### config.mk
export PLATFORM = sky130hd
export DESIGN_NAME = doodle_motion_flat
export DESIGN_NICKNAME = d
export VERILOG_FILES = /design/src/rtl/doodle_pkg.sv /design/src/rtl/doodle_motion_if.sv /design/src/rtl/doodle_motion_h_wrap_stepper.sv /design/src/rtl/doodle_motion.sv /design/src/flat_wrapper.sv
export SDC_FILE = /design/constraint.sdc
export NUM_CORES = 1
export LEC_CHECK = 0
export CORE_MARGIN = 2
export CORE_UTILIZATION = 34
export CTS_BUF_LIST = sky130_fd_sc_hd__clkbuf_4
export CTS_CLUSTER_DIAMETER = 150
export DETAILED_ROUTE_END_ITERATION = 12
export GPL_TIMING_DRIVEN = 0
export PLACE_DENSITY = 0.54
export SYNTH_ARGS = -nofsm -noshare
export SYNTH_HDL_FRONTEND = slang
export SYNTH_HIERARCHICAL = 1
export SYNTH_SLANG_ARGS = --single-unit
### constraint.sdc
create_clock -name clk -period 2.8 [get_ports clk]
set_input_delay 0.28 -clock clk [delete_from_list [all_inputs] [get_ports clk]]
set_output_delay 0.28 -clock clk [all_outputs]
set_load 0.01 [all_outputs]
### src/rtl/doodle_pkg.sv
// doodle_pkg: screen constants, coordinate types and motion states shared by the doodle blocks
package doodle_pkg;
    typedef logic [10:0] coord_x_t;
    typedef logic [9:0]  coord_y_t;
    typedef enum logic [1:0] {IDLE, RISE, FALL, DEAD} motion_state_e;
    localparam coord_x_t SCREEN_W = 11'd1024;
    localparam coord_y_t SCREEN_H = 10'd768;
    localparam coord_y_t DOODLE_H = 10'd80;
endpackage

### src/rtl/doodle_motion_if.sv
// doodle_motion_if: frame/control inputs and sprite position outputs of the doodle motion block
interface doodle_motion_if;
    import doodle_pkg::*;
    logic             frame_tick;
    logic             game_enable;
    logic             doodle_collision;
    logic [1:0][9:0]  ground;
    logic             btn_left;
    logic             btn_right;
    coord_x_t         doodle_x;
    coord_y_t         doodle_y;
    logic             doodle_fall_direction;
    logic             doodle_dead;
    logic             jump_start;
    modport master (
        output frame_tick, game_enable, doodle_collision, ground, btn_left, btn_right,
        input  doodle_x, doodle_y, doodle_fall_direction, doodle_dead, jump_start
    );
    modport slave (
        input  frame_tick, game_enable, doodle_collision, ground, btn_left, btn_right,
        output doodle_x, doodle_y, doodle_fall_direction, doodle_dead, jump_start
    );
endinterface

### src/rtl/doodle_motion_h_wrap_stepper.sv
// h_wrap_stepper: combinational next-x for one steering step with wrap across the screen width
module h_wrap_stepper
    import doodle_pkg::*;
#(
    parameter coord_x_t H_STEP = 11'd4
) (
    input  coord_x_t x,
    input  logic     btn_left,
    input  logic     btn_right,
    output coord_x_t x_next
);
    coord_x_t right;
    assign right = x + H_STEP;
    assign x_next = (btn_right && !btn_left) ? ((right >= SCREEN_W) ? right - SCREEN_W : right) :
                    (btn_left && !btn_right) ? ((x < H_STEP) ? x + SCREEN_W - H_STEP : x - H_STEP) :
                    x;
endmodule

### src/rtl/doodle_motion.sv
// doodle_motion: per-frame jump/fall physics and wrapped steering for the doodle sprite.
// Define DOODLE_SCREEN_FLOOR_EN to bounce off the bottom edge instead of dying.
module doodle_motion
    import doodle_pkg::*;
#(
    parameter logic [5:0] JUMP_V     = 6'd20,
    parameter logic [5:0] GRAVITY    = 6'd1,
    parameter logic [5:0] MAX_FALL_V = 6'd24,
    parameter coord_x_t   H_STEP     = 11'd4,
    parameter coord_x_t   START_X    = 11'd480,
    parameter coord_y_t   START_Y    = 10'd600
) (
    input logic           clk,
    input logic           rst,
    doodle_motion_if.slave bus
);
    motion_state_e st;
    logic [5:0]    v;
    logic [5:0]    v_dn;
    logic [5:0]    v_up;
    logic [10:0]   y_sum;
    coord_y_t      y_rise;
    coord_x_t      x_step;
    logic          ground_x_unused;

    h_wrap_stepper #(.H_STEP(H_STEP)) u_hw (
        .x(bus.doodle_x),
        .btn_left(bus.btn_left),
        .btn_right(bus.btn_right),
        .x_next(x_step)
    );

    assign ground_x_unused = ^bus.ground[1];
    assign y_sum  = 11'(bus.doodle_y) + 11'(v);
    assign y_rise = (bus.doodle_y >= 10'(v)) ? bus.doodle_y - 10'(v) : '0;
    assign v_dn   = (v > GRAVITY) ? v - GRAVITY : '0;
    assign v_up   = (v + GRAVITY >= MAX_FALL_V) ? MAX_FALL_V : v + GRAVITY;

    // Collision wins over a coincident tick, so the FALL branch tests it first.
    always_ff @(posedge clk) begin
        if (rst) begin
            st                        <= IDLE;
            v                         <= '0;
            bus.doodle_x              <= START_X;
            bus.doodle_y              <= START_Y;
            bus.doodle_fall_direction <= 1'b0;
            bus.doodle_dead           <= 1'b0;
            bus.jump_start            <= 1'b0;
        end else begin
            bus.jump_start <= 1'b0;
            case (st)
                IDLE: if (bus.frame_tick && bus.game_enable) begin
                    st             <= RISE;
                    v              <= JUMP_V;
                    bus.jump_start <= 1'b1;
                end
                RISE: if (bus.frame_tick) begin
                    bus.doodle_y <= y_rise;
                    bus.doodle_x <= x_step;
                    v            <= v_dn;
                    if (v_dn == '0) begin
                        st                        <= FALL;
                        bus.doodle_fall_direction <= 1'b1;
                    end
                end
                FALL: if (bus.doodle_collision) begin
                    st                        <= RISE;
                    v                         <= JUMP_V;
                    bus.doodle_y              <= bus.ground[0] - DOODLE_H;
                    bus.doodle_fall_direction <= 1'b0;
                    bus.jump_start            <= 1'b1;
                end else if (bus.frame_tick) begin
                    if (y_sum >= 11'(SCREEN_H)) begin
`ifdef DOODLE_SCREEN_FLOOR_EN
                        st                        <= RISE;
                        v                         <= JUMP_V;
                        bus.doodle_y              <= SCREEN_H - DOODLE_H;
                        bus.doodle_fall_direction <= 1'b0;
                        bus.jump_start            <= 1'b1;
`else
                        st              <= DEAD;
                        bus.doodle_dead <= 1'b1;
`endif
                    end else begin
                        bus.doodle_y <= y_sum[9:0];
                        bus.doodle_x <= x_step;
                        v            <= v_up;
                    end
                end
                default: ;
            endcase
        end
    end
endmodule

### src/flat_wrapper.sv
// flat-port wrapper written by rule: the top's interface ports become plain ports
module doodle_motion_flat import doodle_pkg::*;
#(
    parameter logic [5:0] JUMP_V     = 6'd20,
    parameter logic [5:0] GRAVITY    = 6'd1,
    parameter logic [5:0] MAX_FALL_V = 6'd24,
    parameter coord_x_t   H_STEP     = 11'd4,
    parameter coord_x_t   START_X    = 11'd480,
    parameter coord_y_t   START_Y    = 10'd600
)
  (clk, rst, bus_frame_tick, bus_game_enable, bus_doodle_collision, bus_ground, bus_btn_left, bus_btn_right, bus_doodle_x, bus_doodle_y, bus_doodle_fall_direction, bus_doodle_dead, bus_jump_start);
  doodle_motion_if bus_i ();
  input logic clk;
  input logic rst;
  input wire logic [$bits(bus_i.frame_tick)-1:0] bus_frame_tick;
  input wire logic [$bits(bus_i.game_enable)-1:0] bus_game_enable;
  input wire logic [$bits(bus_i.doodle_collision)-1:0] bus_doodle_collision;
  input wire logic [$bits(bus_i.ground)-1:0] bus_ground;
  input wire logic [$bits(bus_i.btn_left)-1:0] bus_btn_left;
  input wire logic [$bits(bus_i.btn_right)-1:0] bus_btn_right;
  output wire logic [$bits(bus_i.doodle_x)-1:0] bus_doodle_x;
  output wire logic [$bits(bus_i.doodle_y)-1:0] bus_doodle_y;
  output wire logic [$bits(bus_i.doodle_fall_direction)-1:0] bus_doodle_fall_direction;
  output wire logic [$bits(bus_i.doodle_dead)-1:0] bus_doodle_dead;
  output wire logic [$bits(bus_i.jump_start)-1:0] bus_jump_start;
  assign bus_i.frame_tick = bus_frame_tick;
  assign bus_i.game_enable = bus_game_enable;
  assign bus_i.doodle_collision = bus_doodle_collision;
  assign bus_i.ground = bus_ground;
  assign bus_i.btn_left = bus_btn_left;
  assign bus_i.btn_right = bus_btn_right;
  assign bus_doodle_x = bus_i.doodle_x;
  assign bus_doodle_y = bus_i.doodle_y;
  assign bus_doodle_fall_direction = bus_i.doodle_fall_direction;
  assign bus_doodle_dead = bus_i.doodle_dead;
  assign bus_jump_start = bus_i.jump_start;
  doodle_motion #(.JUMP_V(JUMP_V), .GRAVITY(GRAVITY), .MAX_FALL_V(MAX_FALL_V), .H_STEP(H_STEP), .START_X(START_X), .START_Y(START_Y)) u_core (.clk(clk), .rst(rst), .bus(bus_i));
endmodule
==> flow_summary_export.csv <==
group,metric,value,unit
yosys,ys.flop_type,"dfxtp_1",
sta,rsz0062_at_grt,"false",
power,powerDensity,335.0,nW/um^2
floorplanning,io_pins,51,
sta,period_needed,2.690,ns
power,p_switching,0.0005411,W
detailed_routing,drtIter0Drc,152,
power,p_clk_frac,0.214,
yosys,synth-seq-cells,32,
detailed_routing,wl_per_cell,17.31,um
global_routing,grt_pass1_vias,3087,
clock_network,cts.hold.buffers_added,0,
floorplanning,die_w,101.9,um
status,status,"completed",
worst_setup_path,critPathRequiredTime,3.07,ns
yosys,synth_nets,472,
min_path,hp-class,"input pin to flip-flop",
global_routing,grt_antenna_before_repair,0,
final_layout,multi_input_area,2512,sq um
place,placed_cells,587,
detailed_routing,num_vias,3316,
clock_network,clock-root-buffer,"clkbuf_4",
floorplanning,die_h,101.9,um
final_layout,fin_cells,599,
yosys,synth_area_per_cell,7.742,sq um
global_routing,grt_pass1_wl,16.34,mm
clock_network,cts.sinks,32,
yosys,yosysTopAreaCellShare,0.1965,
worst_setup_path,cp_data_arrival_time,2.96,ns
global_routing,grt_remaining_overflow,0,
final_layout,final_layout_size_suffix_gt1_frac,0.1511,
power,p_leak,1.439,nW
detailed_routing,ant_nets,0,
final_layout,nets,520,
yosys,synth.yosys.seq_area_share,0.1965,
place,place.gp.congestion,0.9529,
final_layout,fill_cells,976,
sta,finalSetupViolations,0,
final_layout,synthToLayoutAreaGrowth,24.72,%
sta,fin_skew,0.01088,ns
floorplanning,design.die.area,10390,sq um
worst_setup_path,endpoint_kind,"flip-flop",
floorplanning,initial_core_util,0.3511,
global_routing,grt_max_degree,12,
power,p_seq_frac,0.382,
detailed_routing,routed_wirelength,10.37,mm
place,post-dp-hpwl,7.647,mm
power,ir_worst_vdd,0.1589,mV
clock_network,cts_buffers,5,
floorplanning,fp.coreArea,9284,sq um
sta,slew_headroom,0.5296,
clock_network,clk_latency,0.36,ns
yosys,synthesis.area,3259,sq um
global_routing,grtUsageTotal,0.2012,
yosys,synth_edf_count,0,
yosys,async_flop_share,0,
final_layout,n_antenna_cell,0,
yosys,synth_top_cell_by_area,"dfxtp_1",
sta,worst_hold_slack,0.3499,ns
detailed_routing,drtPass1Iterations,5,
worst_setup_path,cp-start-kind,"flip-flop",
floorplanning,rows,35,
clock_network,clock_path_buffers,2,
sta,period_share,0.9609,
job,drv_cap,0,
yosys,synth_cell_types,78,
yosys,yosys-top-cells-area,"dfxtp_1, ha_1, mux2i_1, nor2_1, a21oi_1",
power,total_power,0.001362,W
sta,hold_viol,0,
worst_setup_path,worstSetupPathType,"flip-flop to flip-flop",
yosys,yosys_warnings,6,
power,p_int,0.0008206,W
clock_network,cts_tree,"done",
power,switching_share,0.3974,
sta,fmaxAchievable,371.7,MHz
power,pwr-share-comb,0.404,
detailed_routing,viasPerCell,5.536,
place,place.port_buffers,37,
worst_setup_path,crit_fanout,10,
clock_network,htree_levels,2,
yosys,synth_cells,421,
final_layout,register_area,655.6,sq um
detailed_routing,drc,0,
sta,max_slew.worst_pin.slew,0.7055,ns
clock_network,path_clk_slew,0.12,ns
sta,drv_slew,0,
[cells in the mapped netlist (all sizes together) (5+ instances only)]
cell type and n:
o21ai 15, mux2i 16, o211ai 5, a21o 5, nand3 8, clkbuf 11, a211oi 8, nor2b 8
ha 22, o31ai 6, buf 17, xor2 8, xnor2 12, nor2 40, nor3 14, nand2b 8
or2 5, a21oi 26, and4 5, nand2 34, a31oi 7, dfxtp 32, nor4 8, inv 25
[flip-flops by register name (all words and copies together), names as in the netlist]
signal                            count
u_core/bus.doodle_dead                1
u_core/v                              6
u_core/bus.jump_start                 1
u_core/bus.doodle_y                  10
u_core/bus.doodle_x                  11
u_core/st                             2
u_core/bus.doodle_fall_direction      1
[cell type report]
type	instances	share of cell area
Buffer	26	0.03878
Clock inverter	3	0.004617
Inverter	25	0.02308
Timing Repair Buffer	43	0.1053
Clock buffer	5	0.009234
Sequential cell	32	0.1613
Tap cell	129	0.03970
Multi-Input combinational cell	336	0.6180
[layout by cell type (no fill, tap or decap), types with 7 or more instances in the layout]
| master | n |
|---|---|
| nor2b_1 | 8 |
| ha_1 | 22 |
| xnor2_1 | 12 |
| o21ai_0 | 14 |
| clkbuf_1 | 9 |
| mux2i_1 | 16 |
| nand2_1 | 33 |
| a21oi_1 | 24 |
| nor4_1 | 7 |
| nand2b_1 | 7 |
| nor2_1 | 40 |
| buf_4 | 10 |
| dfxtp_1 | 26 |
| nand3_1 | 8 |
| inv_1 | 25 |
| nor3_1 | 12 |
| xor2_1 | 8 |
| a211oi_1 | 8 |
| clkdlybuf4s50_1 | 37 |
[what timing repair did]
item | CTS | global route
hold endpoints to repair | 0 | 0
endpoints found under the setup margin | 28 | 28
pin swaps | 2 | 3
setup buffers | 2 | 4
gates resized for setup | 16 | 22
[cells by family (layout without fill, tap and decap cells)]
| group | count (synthesis) | count (layout) | share of synthesized area |
|---|---|---|---|
| mux | 18 | 18 | 0.05604 |
| fa+ha+maj | 24 | 24 | 0.09674 |
| flops | 32 | 32 | 0.1965 |
| xor+xnor | 20 | 20 | 0.05374 |
| buf+inv | 53 | 102 | 0.07754 |
| compound gates | 123 | 123 | 0.2837 |
| simple gates | 151 | 151 | 0.2357 |
[critical path, stage by stage, from the launching register on]
cell      delay [ns]
dfxtp_2         0.37
clkbuf_4        0.20
inv_1           0.08
ha_1            0.29
buf_6           0.15
and3_4          0.23
a41oi_2         0.16
a21o_1          0.22
buf_6           0.15
or4_1           0.51
a311oi_1        0.26
[routing by layer]
metal / GRT usage / part of all wire
met5: 0 / 0
met4: 0.06974 / 0.020
met3: 0.02873 / 0.049
met2: 0.3077 / 0.44
met1: 0.2887 / 0.49
[metrics by stage]
step,cell area (sq um),util,setup WS (ns),TNS [ns]
6_report,4065,0.4379,0.1096,0
5_1_grt,4065,0.4379,0.02492,0
4_1_cts,3934,0.4237,0.004794,0
3_5_place_dp,3791,0.4084,-0.3188,-2.663
3_3_place_gp,3791,0.4084,-0.2791,-3.025
2_1_floorplan,3259,-,0.2942,0
[path summary, 6_finish.rpt]
check / from / endpoint / slack, ns / cells after the start
worst max register to register: u_core/v[5] / u_core/bus.doodle_y[5] / 0.11 / 10
worst max-delay path: u_core/v[5] / u_core/bus.doodle_y[5] / 0.11 / 10
worst min-delay path: bus_frame_tick / u_core/bus.doodle_dead / 0.35 / 3
worst min register to register: u_core/bus.doodle_dead / u_core/bus.doodle_dead / 0.48 / 2
[power groups by stage]
stage | Combinational [W] | Clock [W] | Sequential, W
after floorplan | 0.000367 | 0 | 0.000520
after global placement | 0.000517 | 0 | 0.000522
after detailed placement | 0.000519 | 0 | 0.000522
after CTS | 0.000529 | 0.000311 | 0.000517
after global routing | 0.000596 | 0.000320 | 0.000527
final | 0.000550 | 0.000291 | 0.000520
(Power assumes the default switching activity.)
